--- src/rtl/tbec_pkg.sv ---
// Shared widths and controller state encoding for the tbec memory slice.
package tbec_pkg;

  localparam int unsigned TBEC_ADDR_W = 8;
  localparam int unsigned TBEC_DATA_W = 32;

  typedef enum logic [2:0] {
    INIT    = 3'd0,
    IDLE    = 3'd1,
    WR      = 3'd2,
    RD      = 3'd3,
    RD_WAIT = 3'd4,
    RSP     = 3'd5
  } ctrl_state_t;

endpackage

--- src/rtl/tbec_mem_ctrl.sv ---
// Request controller in front of tbec_memory: init sweep after reset, then
// one-at-a-time read/write servicing with valid/ready on both sides.
module tbec_mem_ctrl
  import tbec_pkg::*;
#(
  parameter int unsigned       ADDR_W   = TBEC_ADDR_W,
  parameter int unsigned       DATA_W   = TBEC_DATA_W,
  parameter int unsigned       DEPTH    = 2 ** ADDR_W,
  parameter logic [DATA_W-1:0] INIT_VAL = '0
) (
  input  logic              clk,
  input  logic              rst,
  input  logic              req_valid,
  output logic              req_ready,
  input  logic              req_we,
  input  logic [ADDR_W-1:0] req_addr,
  input  logic [DATA_W-1:0] req_wdata,
  output logic              rsp_valid,
  input  logic              rsp_ready,
  output logic [DATA_W-1:0] rsp_rdata,
  output logic              init_done,
  output logic              mem_we,
  output logic [ADDR_W-1:0] mem_addr,
  output logic [DATA_W-1:0] mem_data_in,
  input  logic [DATA_W-1:0] mem_data_out
);

  // One extra bit so the counter can reach DEPTH and mark the sweep finished.
  localparam int unsigned CNT_W = ADDR_W + 1;

  ctrl_state_t       state_q, state_d;
  logic [CNT_W-1:0]  cnt_q, cnt_d;
  logic              req_ready_d;
  logic              rsp_valid_d;
  logic [DATA_W-1:0] rsp_rdata_d;
  logic              init_done_d;
  logic              mem_we_d;
  logic [ADDR_W-1:0] mem_addr_d;
  logic [DATA_W-1:0] mem_data_in_d;

  // State, sweep counter and all outputs registered together.
  always_ff @(posedge clk) begin
    if (rst) begin
      state_q     <= INIT;
      cnt_q       <= '0;
      req_ready   <= 1'b0;
      rsp_valid   <= 1'b0;
      rsp_rdata   <= '0;
      init_done   <= 1'b0;
      mem_we      <= 1'b0;
      mem_addr    <= '0;
      mem_data_in <= '0;
    end else begin
      state_q     <= state_d;
      cnt_q       <= cnt_d;
      req_ready   <= req_ready_d;
      rsp_valid   <= rsp_valid_d;
      rsp_rdata   <= rsp_rdata_d;
      init_done   <= init_done_d;
      mem_we      <= mem_we_d;
      mem_addr    <= mem_addr_d;
      mem_data_in <= mem_data_in_d;
    end
  end

  // Next state and next output values; outputs line up with the state they belong to.
  always_comb begin
    state_d       = state_q;
    cnt_d         = cnt_q;
    req_ready_d   = req_ready;
    rsp_valid_d   = rsp_valid;
    rsp_rdata_d   = rsp_rdata;
    init_done_d   = init_done;
    mem_we_d      = 1'b0;
    mem_addr_d    = mem_addr;
    mem_data_in_d = mem_data_in;

    case (state_q)
      INIT: begin
        if (cnt_q == CNT_W'(DEPTH)) begin
          state_d     = IDLE;
          req_ready_d = 1'b1;
          init_done_d = 1'b1;
        end else begin
          mem_we_d      = 1'b1;
          mem_addr_d    = cnt_q[ADDR_W-1:0];
          mem_data_in_d = INIT_VAL;
          cnt_d         = cnt_q + CNT_W'(1);
        end
      end
      IDLE: begin
        if (req_valid && req_ready) begin
          req_ready_d   = 1'b0;
          mem_addr_d    = req_addr;
          mem_data_in_d = req_wdata;
          if (req_we) begin
            state_d  = WR;
            mem_we_d = 1'b1;
          end else begin
            state_d = RD;
          end
        end
      end
      WR: begin
        state_d     = IDLE;
        req_ready_d = 1'b1;
      end
      RD: begin
        state_d = RD_WAIT;
      end
      RD_WAIT: begin
        rsp_rdata_d = mem_data_out;
        rsp_valid_d = 1'b1;
        state_d     = RSP;
      end
      RSP: begin
        if (rsp_ready) begin
          rsp_valid_d = 1'b0;
          req_ready_d = 1'b1;
          state_d     = IDLE;
        end
      end
      default: begin
        state_d = INIT;
      end
    endcase
  end

endmodule

--- config.mk ---
export PLATFORM = sky130hd
export DESIGN_NAME = tbec_mem_ctrl
export DESIGN_NICKNAME = d
export VERILOG_FILES = /design/src/rtl/tbec_pkg.sv /design/src/rtl/tbec_mem_ctrl.sv
export SDC_FILE = /design/constraint.sdc
export NUM_CORES = 1
export LEC_CHECK = 0
export ABC_CLOCK_PERIOD_IN_PS = 3380
export BUFFER_PORTS_ARGS = -buffer_cell sky130_fd_sc_hd__buf_2
export CORE_ASPECT_RATIO = 0.8
export CORE_MARGIN = 2
export CORE_UTILIZATION = 50
export DETAILED_ROUTE_END_ITERATION = 8
export PLACE_DENSITY = 0.84
export SYNTH_ARGS = -nofsm -noshare
export SYNTH_HDL_FRONTEND = slang
export SYNTH_SLANG_ARGS = --single-unit
--- constraint.sdc ---
create_clock -name clk -period 3.38 [get_ports clk]
set_input_delay 0.169 -clock clk [delete_from_list [all_inputs] [get_ports clk]]
set_output_delay 0.169 -clock clk [all_outputs]
set_load 0.01 [all_outputs]
# ---- Word-level counts from Yosys, hierarchy flattened
# Index checks and enable logic that the tools add are counted.
dict set report classes {
  add_sub_neg 1
  n_eq_ne 10
  n_mux 21
  bitwise 1
  n_reduce_logical 11
}
# cell n
set op_table {}
lappend op_table {{32-bit 2-to-1 mux} 2}
lappend op_table {{32-bit case mux with 2 select lines} 1}
lappend op_table {{3-bit case mux with 6 select lines} 1}
lappend op_table {{8-bit 2-to-1 mux} 2}
lappend op_table {{8-bit case mux with 2 select lines} 1}
lappend op_table {{9-bit by 1-bit adder with 9-bit output (second input constant)} 1}
lappend op_table {{9-bit == test (second input constant)} 1}
lappend op_table {{3-bit 2-to-1 mux} 3}
lappend op_table {{1-bit 2-to-1 mux} 8}
lappend op_table {{2-bit != test (second input constant)} 4}
lappend op_table {{3-bit by 2-bit == test with 1-bit output (second input constant)} 2}
lappend op_table {{3-bit == test (second input constant)} 2}
lappend op_table {{2-bit AND reduction} 3}
lappend op_table {{3-bit AND reduction} 2}
lappend op_table {{1-bit case mux with 2 select lines} 2}
lappend op_table {{1-bit case mux with 4 select lines} 1}
lappend op_table {{4-bit AND reduction} 1}
lappend op_table {{2-bit nonzero test} 2}
lappend op_table {{4-bit nonzero test} 1}
lappend op_table {{3-bit by 1-bit == test with 1-bit output (second input constant)} 1}
lappend op_table {{3-bit zero test} 1}
lappend op_table {{1-bit logical AND} 1}
lappend op_table {{1-bit inverter} 1}
dict set report totals {
  register_bits 88
  inputBits 77
  out_inout_bits 76
  word_cells 53
}

# ---- Depth between registers and ports, before layout
# Gate-level depths: netlist of run 1.
dict set report depth {
  ltp_word 3
  depth_mapped 7
  ltp_nobuf 6
}

# ---- Least setup slack after synthesis of run 1
# OpenSTA, ideal clock, no wires.
dict set report synth_path {
  path_kind {register to register}
  startpoint {register cnt_q[0]}
  endpoint {register mem_addr[2]}
  t_arrival_ns 1.667
  slack_ns 1.595
  stages_incl_launch_ff 7
  n_path_buf 0
  cell_sequence {dfxtp_1 inv_1 ha_1 or4b_4 nor3_4 nor2_2 o221a_1}
}
dict set report synth_via {
  elab_chain_cells 3
}
# item line
set synth_rtl {}
lappend synth_rtl {{start: declaration} tbec_mem_ctrl.sv:32} ;# logic [CNT_W-1:0] cnt_q, cnt_d;
lappend synth_rtl {{start signal: assignment} tbec_mem_ctrl.sv:55} ;# cnt_q <= cnt_d;
lappend synth_rtl {{9-bit == test} tbec_mem_ctrl.sv:80} ;# if (cnt_q == CNT_W'(DEPTH)) begin
lappend synth_rtl {{2-bit != test (no source line)} --}
lappend synth_rtl {{3-bit AND reduction (no source line)} --}
lappend synth_rtl {{end signal: assignment} tbec_mem_ctrl.sv:61} ;# mem_addr <= mem_addr_d;
lappend synth_rtl {{end: declaration} tbec_mem_ctrl.sv:23} ;# output logic [ADDR_W-1:0] mem_addr,
# No other way between the ends.
# A chain may end at the register's enable or synchronous reset.

# ---- Worst setup path in the final report of run 1
dict set report layout_path {
  startpoint {register cnt_q[0]}
  endpoint {register mem_addr[0]}
}
dict set report layout_via {
  elab_chain_cells 3
  elab_cells_between_ends 5
}
# item line
set layout_rtl {}
lappend layout_rtl {{9-bit == test} tbec_mem_ctrl.sv:80}
lappend layout_rtl {{2-bit != test (no source line)} --}
lappend layout_rtl {{3-bit AND reduction (no source line)} --}
# Parallel ways exist; a longest one is shown, timed or not. The select of a mux whose other input is x is not followed.

==> flow_metrics.tcl, run 1 <==
set metrics [dict create \
    gr-total-overflow 0 \
    crit_chain "inv_1, ha_1, or4b_4, nor3_4, buf_4, nor2_2, o221a_1" \
    routed.top_layer "met4" \
    grt_max_degree 34 \
    h-tree-depth 3 \
    outcome "finished clean" \
    clk_pin_slew_ns 0.08 \
    end_kind "flip-flop" \
    synth_cell_types 37 \
    mappedNetlistArea_um2 3384 \
    ctsResizeCount 0 \
    max_clock_freq_mhz 460.6 \
    synth_seq_cells 88 \
    numCtsBuffers 9 \
    syn_avg_cell_area_um2 8.275 \
    cts_setup_buffers 0 \
    post-dp-hpwl_mm 6.136 \
    antenna_found_initial 0 \
    insertion_delay_ns 0.34 \
    layout_setup_ws_ns 1.209 \
    cts_hold_buf 0 \
    drt-met1-wl_mm 3.831 \
    required_ns 3.61 \
    via_count 3260 \
    track_usage 0.2249 \
    cellPowerDensity_nw_per_um2 418.0 \
    initial_core_util 0.5228 \
    critical_path.slowest_cell "or4b_4" \
    relSlewSlack 0.3134 \
    fillCellCount 576 \
    die_y_um 77.59 \
    cts_max_path_buffers 2 \
    die_area_um2 7447 \
    grt_setup_unrepaired "false" \
    coreArea_um2 6474 \
    synth_fp_nets 488 \
    io_buffer_count 152 \
    seq_area_frac_synth 0.5205 \
    fin_skew_ns 0.005456 \
    io_pins 153 \
    tightestPinTransition_ns 1.027 \
    finalSetupViolCount 0 \
    wl_mm 8.583 \
    drv_slew 0 \
    path_max_fanout 33 \
    grt_pass1_wl_mm 13.43 \
    grt_pass1_vias 2835 \
    preCtsSetupSlack_ns 1.252 \
    p_leak_nw 1.878 \
    vias_per_cell 5.150 \
    drtIter0Drc 140 \
    wire_per_inst_um 13.56 \
    drt_first_pass_iters 4 \
    max_cap_violations 0 \
    ir_drop_v 0.0002362 \
    drc 0 \
    period_share 0.6423 \
    fp-row-count 26 \
    synthFlopType "dfxtp_1" \
    power_mw 1.803 \
    syn_to_final_growth_pct 27.47 \
    synth_most_common_cell "nand2_1" \
    yosys_warnings 0 \
    synth_top_area_cell "dfxtp_1" \
    synth_top_area_frac 0.5205 \
    setup_tns_ns 0 \
    cts.sinks 88 \
    period_minus_slack_ns 2.171 \
    die_w_um 95.99 \
    synth_cells 409 \
    cts_tree "built" \
    cts_root_buf "clkbuf_8" \
    critPathTopFamily "simple AND/OR/NAND/NOR gates" \
    critical_path_buf_inv_count 2 \
    arrival_ns 2.40 \
    critical_path_class "reg -> reg" \
    ys_top_cells_by_count "102 x nand2_1, 88 x dfxtp_1, 75 x a21oi_1" \
    drive_gt1_frac 0.3297 \
    start_kind "flip-flop" \
    final_nets 625 \
    wl_met3_um 561 \
    hold_violations 0 \
    synth-edff-count 0 \
    detail-route-antenna-nets 0 \
    async_flop_share 0 \
    gp_congestion 0.7693 \
    hold_path_class "in -> reg" \
    dr_wl_met2_mm 4.130 \
    critPathMaxStageDelay_ns 0.50 \
    synth_area_leaders "dfxtp_1 52%, nand2_1 11%, a21oi_1 11%, o21ai_1 4.7%, o221a_1 2.7%" \
    n_antenna_cell 0 \
]
logic make-up after synthesis:
kind of cell    Yosys count  synth area share
simple gates            139            0.1782
compound gates          126            0.2100
flops                    88            0.5205
buf+inv                  47           0.06543
xor+xnor                  6           0.01553
fa+ha+maj                 2          0.007393
mux                       1          0.002958
power by group:
part | internal (mW) | total (mW) | leakage [nW] | switching [mW]
combinational | 0.0456 | 0.0888 | 1.08 | 0.0432
sequential | 1.04 | 1.05 | 0.710 | 0.00596
clock | 0.331 | 0.667 | 0.0880 | 0.336
routing by layer:
layer / track usage / vias to the layer above
met5: 0 / -
met3: 0.05728 / 7
li1: - / 1645
met1: 0.2964 / 1498
met2: 0.3632 / 110
met4: 0.06429 / 0
metrics by stage:
step | cells | hold slack (ns) | cell area [um2] | utilization
floorplan | 409 | 0.3050 | 3385 | -
global placement | 619 | 0.4085 | 4139 | 0.6394
detailed placement | 619 | 0.4146 | 4139 | 0.6394
CTS | 633 | 0.04366 | 4314 | 0.6664
global route | 633 | 0.03880 | 4314 | 0.6664
finish | 633 | 0.06056 | 4314 | 0.6664
placed cells by master, fill, tap and decap left out, drive strengths merged, types with 6 or more instances in the layout:
master	instances
clkbuf	10
o21ai	36
nor2	14
a21oi	76
nor3	6
dfxtp	88
xnor2	6
buf	158
o221a	8
inv	15
nand2	102
registers in the layout (all words and copies together), names as in the netlist:
register and count:
mem_addr 8, rsp_rdata 32, state_q 3, mem_data_in 32, init_done 1, mem_we 1
rsp_valid 1, req_ready 1, cnt_q 9
path summary, 6_finish.rpt:
kind                    start       endpoint  slack [ns]  depth (start not counted)
max                  cnt_q[0]    mem_addr[0]        1.21                          7
min          mem_data_out[13]  rsp_rdata[13]        0.06                          3
max reg2reg          cnt_q[0]    mem_addr[0]        1.21                          7
min reg2reg     rsp_rdata[18]  rsp_rdata[18]        0.46                          2
worst reg2reg max path, delay by kind of cell, from the launching register on:
family | cells | cell delay, ns
buffers and inverters | 2 | 0.44
DFF | 1 | 0.34
and+or+nand+nor | 3 | 0.84
AOI/OAI and AO/OA | 1 | 0.28
adders and majority gates | 1 | 0.15
final cells by class:
type / instances / area (um2) / area share
Sequential cell: 88 / 1762 / 0.4084
Multi-Input combinational cell: 274 / 1410 / 0.3269
Timing Repair Buffer: 158 / 805.8 / 0.1868
Clock buffer: 10 / 127.6 / 0.02958
Tap cell: 84 / 105.1 / 0.02436
Inverter: 15 / 56.30 / 0.01305
Clock inverter: 4 / 47.55 / 0.01102
Note: power is estimated with default switching activity, not from simulation.
==> inputs of run 2 (changes only) <==
--- a/config.mk
+++ b/config.mk
@@ -5,13 +5,13 @@
 export SDC_FILE = /design/constraint.sdc
 export NUM_CORES = 1
 export LEC_CHECK = 0
-export ABC_CLOCK_PERIOD_IN_PS = 3380
+export ABC_CLOCK_PERIOD_IN_PS = 2009
 export BUFFER_PORTS_ARGS = -buffer_cell sky130_fd_sc_hd__buf_2
 export CORE_ASPECT_RATIO = 0.8
 export CORE_MARGIN = 2
-export CORE_UTILIZATION = 50
+export CORE_UTILIZATION = 47
 export DETAILED_ROUTE_END_ITERATION = 8
-export PLACE_DENSITY = 0.84
+export PLACE_DENSITY = 0.8
 export SYNTH_ARGS = -nofsm -noshare
 export SYNTH_HDL_FRONTEND = slang
 export SYNTH_SLANG_ARGS = --single-unit
==> constraint.sdc (replaced) <==
create_clock -name clk -period 2.01 [get_ports clk]
set_input_delay 0.1005 -clock clk [delete_from_list [all_inputs] [get_ports clk]]
set_output_delay 0.1005 -clock clk [all_outputs]
set_load 0.01 [all_outputs]
==> run 2 against run 1 <==
Against the previous run:
- combinational power grew to 2.9 times the previous value
- fmax up 15%
- global-route usage grew 1.7 points
- critical path type unchanged
- largest cell class unchanged
- highest routed layer unchanged
==> flow_metrics.tcl, run 2 (synthesized netlist as in run 1, its figures left out) <==
set metrics [dict create \
    outcome "finished clean" \
    die_y_um 79.90 \
    required_ns 2.28 \
    period_minus_slack_ns 1.890 \
    max_cap_violations 0 \
    grt_pass1_wl_mm 15.35 \
    grt_setup_unrepaired "false" \
    numCtsBuffers 9 \
    p_sw_mw 0.6883 \
    p_sw_frac 0.2041 \
    die_w_um 98.88 \
    io_pins 153 \
    grt_max_degree 41 \
    preCtsSetupSlack_ns 0.1093 \
    gp_congestion 0.8178 \
    cts_max_path_buffers 2 \
    io_buffer_count 152 \
    initial_core_util 0.4887 \
    post-dp-hpwl_mm 6.029 \
    finalSetupViolCount 0 \
    reg_top3 "mem_data_in (32), rsp_rdata (32), cnt_q (9)" \
    insertion_delay_ns 0.34 \
    vias_per_cell 5.051 \
    grt_pass1_vias 3357 \
    relSlewSlack 0.5313 \
    drive_gt1_frac 0.3082 \
    combPwrFrac 0.076 \
    critical_path_class "reg -> reg" \
    hold_path_class "in -> reg" \
    setup_tns_ns 0 \
    cts_tree "built" \
    n_antenna_cell 0 \
    p_int_mw 2.685 \
    drtIter0Drc 131 \
    end_kind "flip-flop" \
    drv_slew 0 \
    track_usage 0.2414 \
    ctsResizeCount 0 \
    die_area_um2 7900 \
    h-tree-depth 3 \
    gr-total-overflow 0 \
    ir_drop_v 0.0004054 \
    cts.sinks 88 \
    syn_to_final_growth_pct 51.87 \
    final_cell_mix "152 x buf_2, 102 x nand2_1, 88 x dfxtp_1, 75 x a21oi_1, 63 x dlygate4sd3_1" \
    drc 0 \
    pwr-share-clk 0.403 \
    final_nets 697 \
    via_count 3586 \
    antenna_found_initial 0 \
    wire_per_inst_um 14.09 \
    drt_first_pass_iters 4 \
    arrival_ns 2.16 \
    cellPowerDensity_nw_per_um2 656.3 \
    clk_pin_slew_ns 0.08 \
    period_share 0.9402 \
    detail-route-antenna-nets 0 \
    p_leak_nw 2.229 \
    wl_mm 10.00 \
    path_max_fanout 16 \
    coreArea_um2 6925 \
    fin_skew_ns 0.007306 \
    tightestPinTransition_ns 0.7030 \
    max_clock_freq_mhz 529.2 \
    hold_violations 0 \
    final_common_cell "buf_2" \
    fp-row-count 27 \
    start_kind "flip-flop" \
    layout_setup_ws_ns 0.1202 \
    cts_root_buf "clkbuf_8" \
    seqPwrFrac 0.521 \
]
==> run 2: cell types whose count changed in the layout (fill, tap and decap cells not counted) <==
cell	before	now
clkbuf_8	9	11
clkinv_4	0	1
dlygate4sd3_1	0	63
buf_12	0	4
buf_4	6	10
clkbuf_16	0	1
bufinv_16	1	2
clkinv_2	2	0
==> run 2: final timing paths <==
path | startpoint | to | slack [ns] | cells past startpoint
max | cnt_q[0] | mem_data_in[15] | 0.12 | 8
min | req_wdata[20] | mem_data_in[20] | 0.02 | 3
max reg2reg | cnt_q[0] | mem_data_in[15] | 0.12 | 8
min reg2reg | rsp_rdata[27] | rsp_rdata[27] | 0.45 | 2
==> run 2: repair_timing <==
item	4_1_cts	5_1_grt
endpoints found under the setup margin	0	4
buffers inserted	0	1
hold endpoints to repair	63	0
hold buffers	63	0
==> run 2: routing by layer <==
| metal | vias up | track usage | part of all wire |
|---|---|---|---|
| li1 | 1800 | - | - |
| met1 | 1643 | 0.2789 | 0.41 |
| met2 | 121 | 0.4236 | 0.51 |
| met3 | 22 | 0.06480 | 0.060 |
| met4 | 0 | 0.1014 | 0.022 |
| met5 | - | 0 | 0 |
==> run 2: cell type report <==
class,count,area [um2]
Fill cell,548,1785
Sequential cell,88,1762
Timing Repair Buffer,230,1572
Multi-Input combinational cell,274,1410
Clock buffer,12,155.1
Tap cell,87,108.9
Clock inverter,4,76.32
Inverter,15,56.30
==> run 2: worst max-delay path: stages, from the launching register on <==
cell       delay, ns
dfxtp_1         0.35
inv_1           0.10
ha_1            0.14
or4b_4          0.49
nor3_4          0.17
buf_12          0.14
clkbuf_16       0.16
o21ai_1         0.08
a21oi_1         0.17
==> run 2: power groups by stage <==
stage               registers [mW]  logic, mW  clock network (mW)
floorplan                     1.80     0.0604                   0
global placement              1.80      0.155                   0
detailed placement            1.80      0.157                   0
CTS                           1.76      0.252                1.41
global route                  1.76      0.276                1.48
finish                        1.76      0.256                1.36
==> run 2: metrics by stage <==
| stage | cell area [um2] | power, mW | instances | util | hold slack [ns] |
|---|---|---|---|---|---|
| 3_3_place_gp | 4233 | 1.954 | 629 | 0.6112 | 0.3399 |
| 3_5_place_dp | 4233 | 1.957 | 629 | 0.6112 | 0.3459 |
| 5_1_grt | 5140 | 3.521 | 710 | 0.7422 | 0.0007191 |
| 4_1_cts | 5095 | 3.416 | 708 | 0.7357 | 0.004170 |
| 2_1_floorplan | 3385 | 1.861 | 409 | - | 0.2365 |
| 6_report | 5140 | 3.373 | 710 | 0.7422 | 0.02114 |
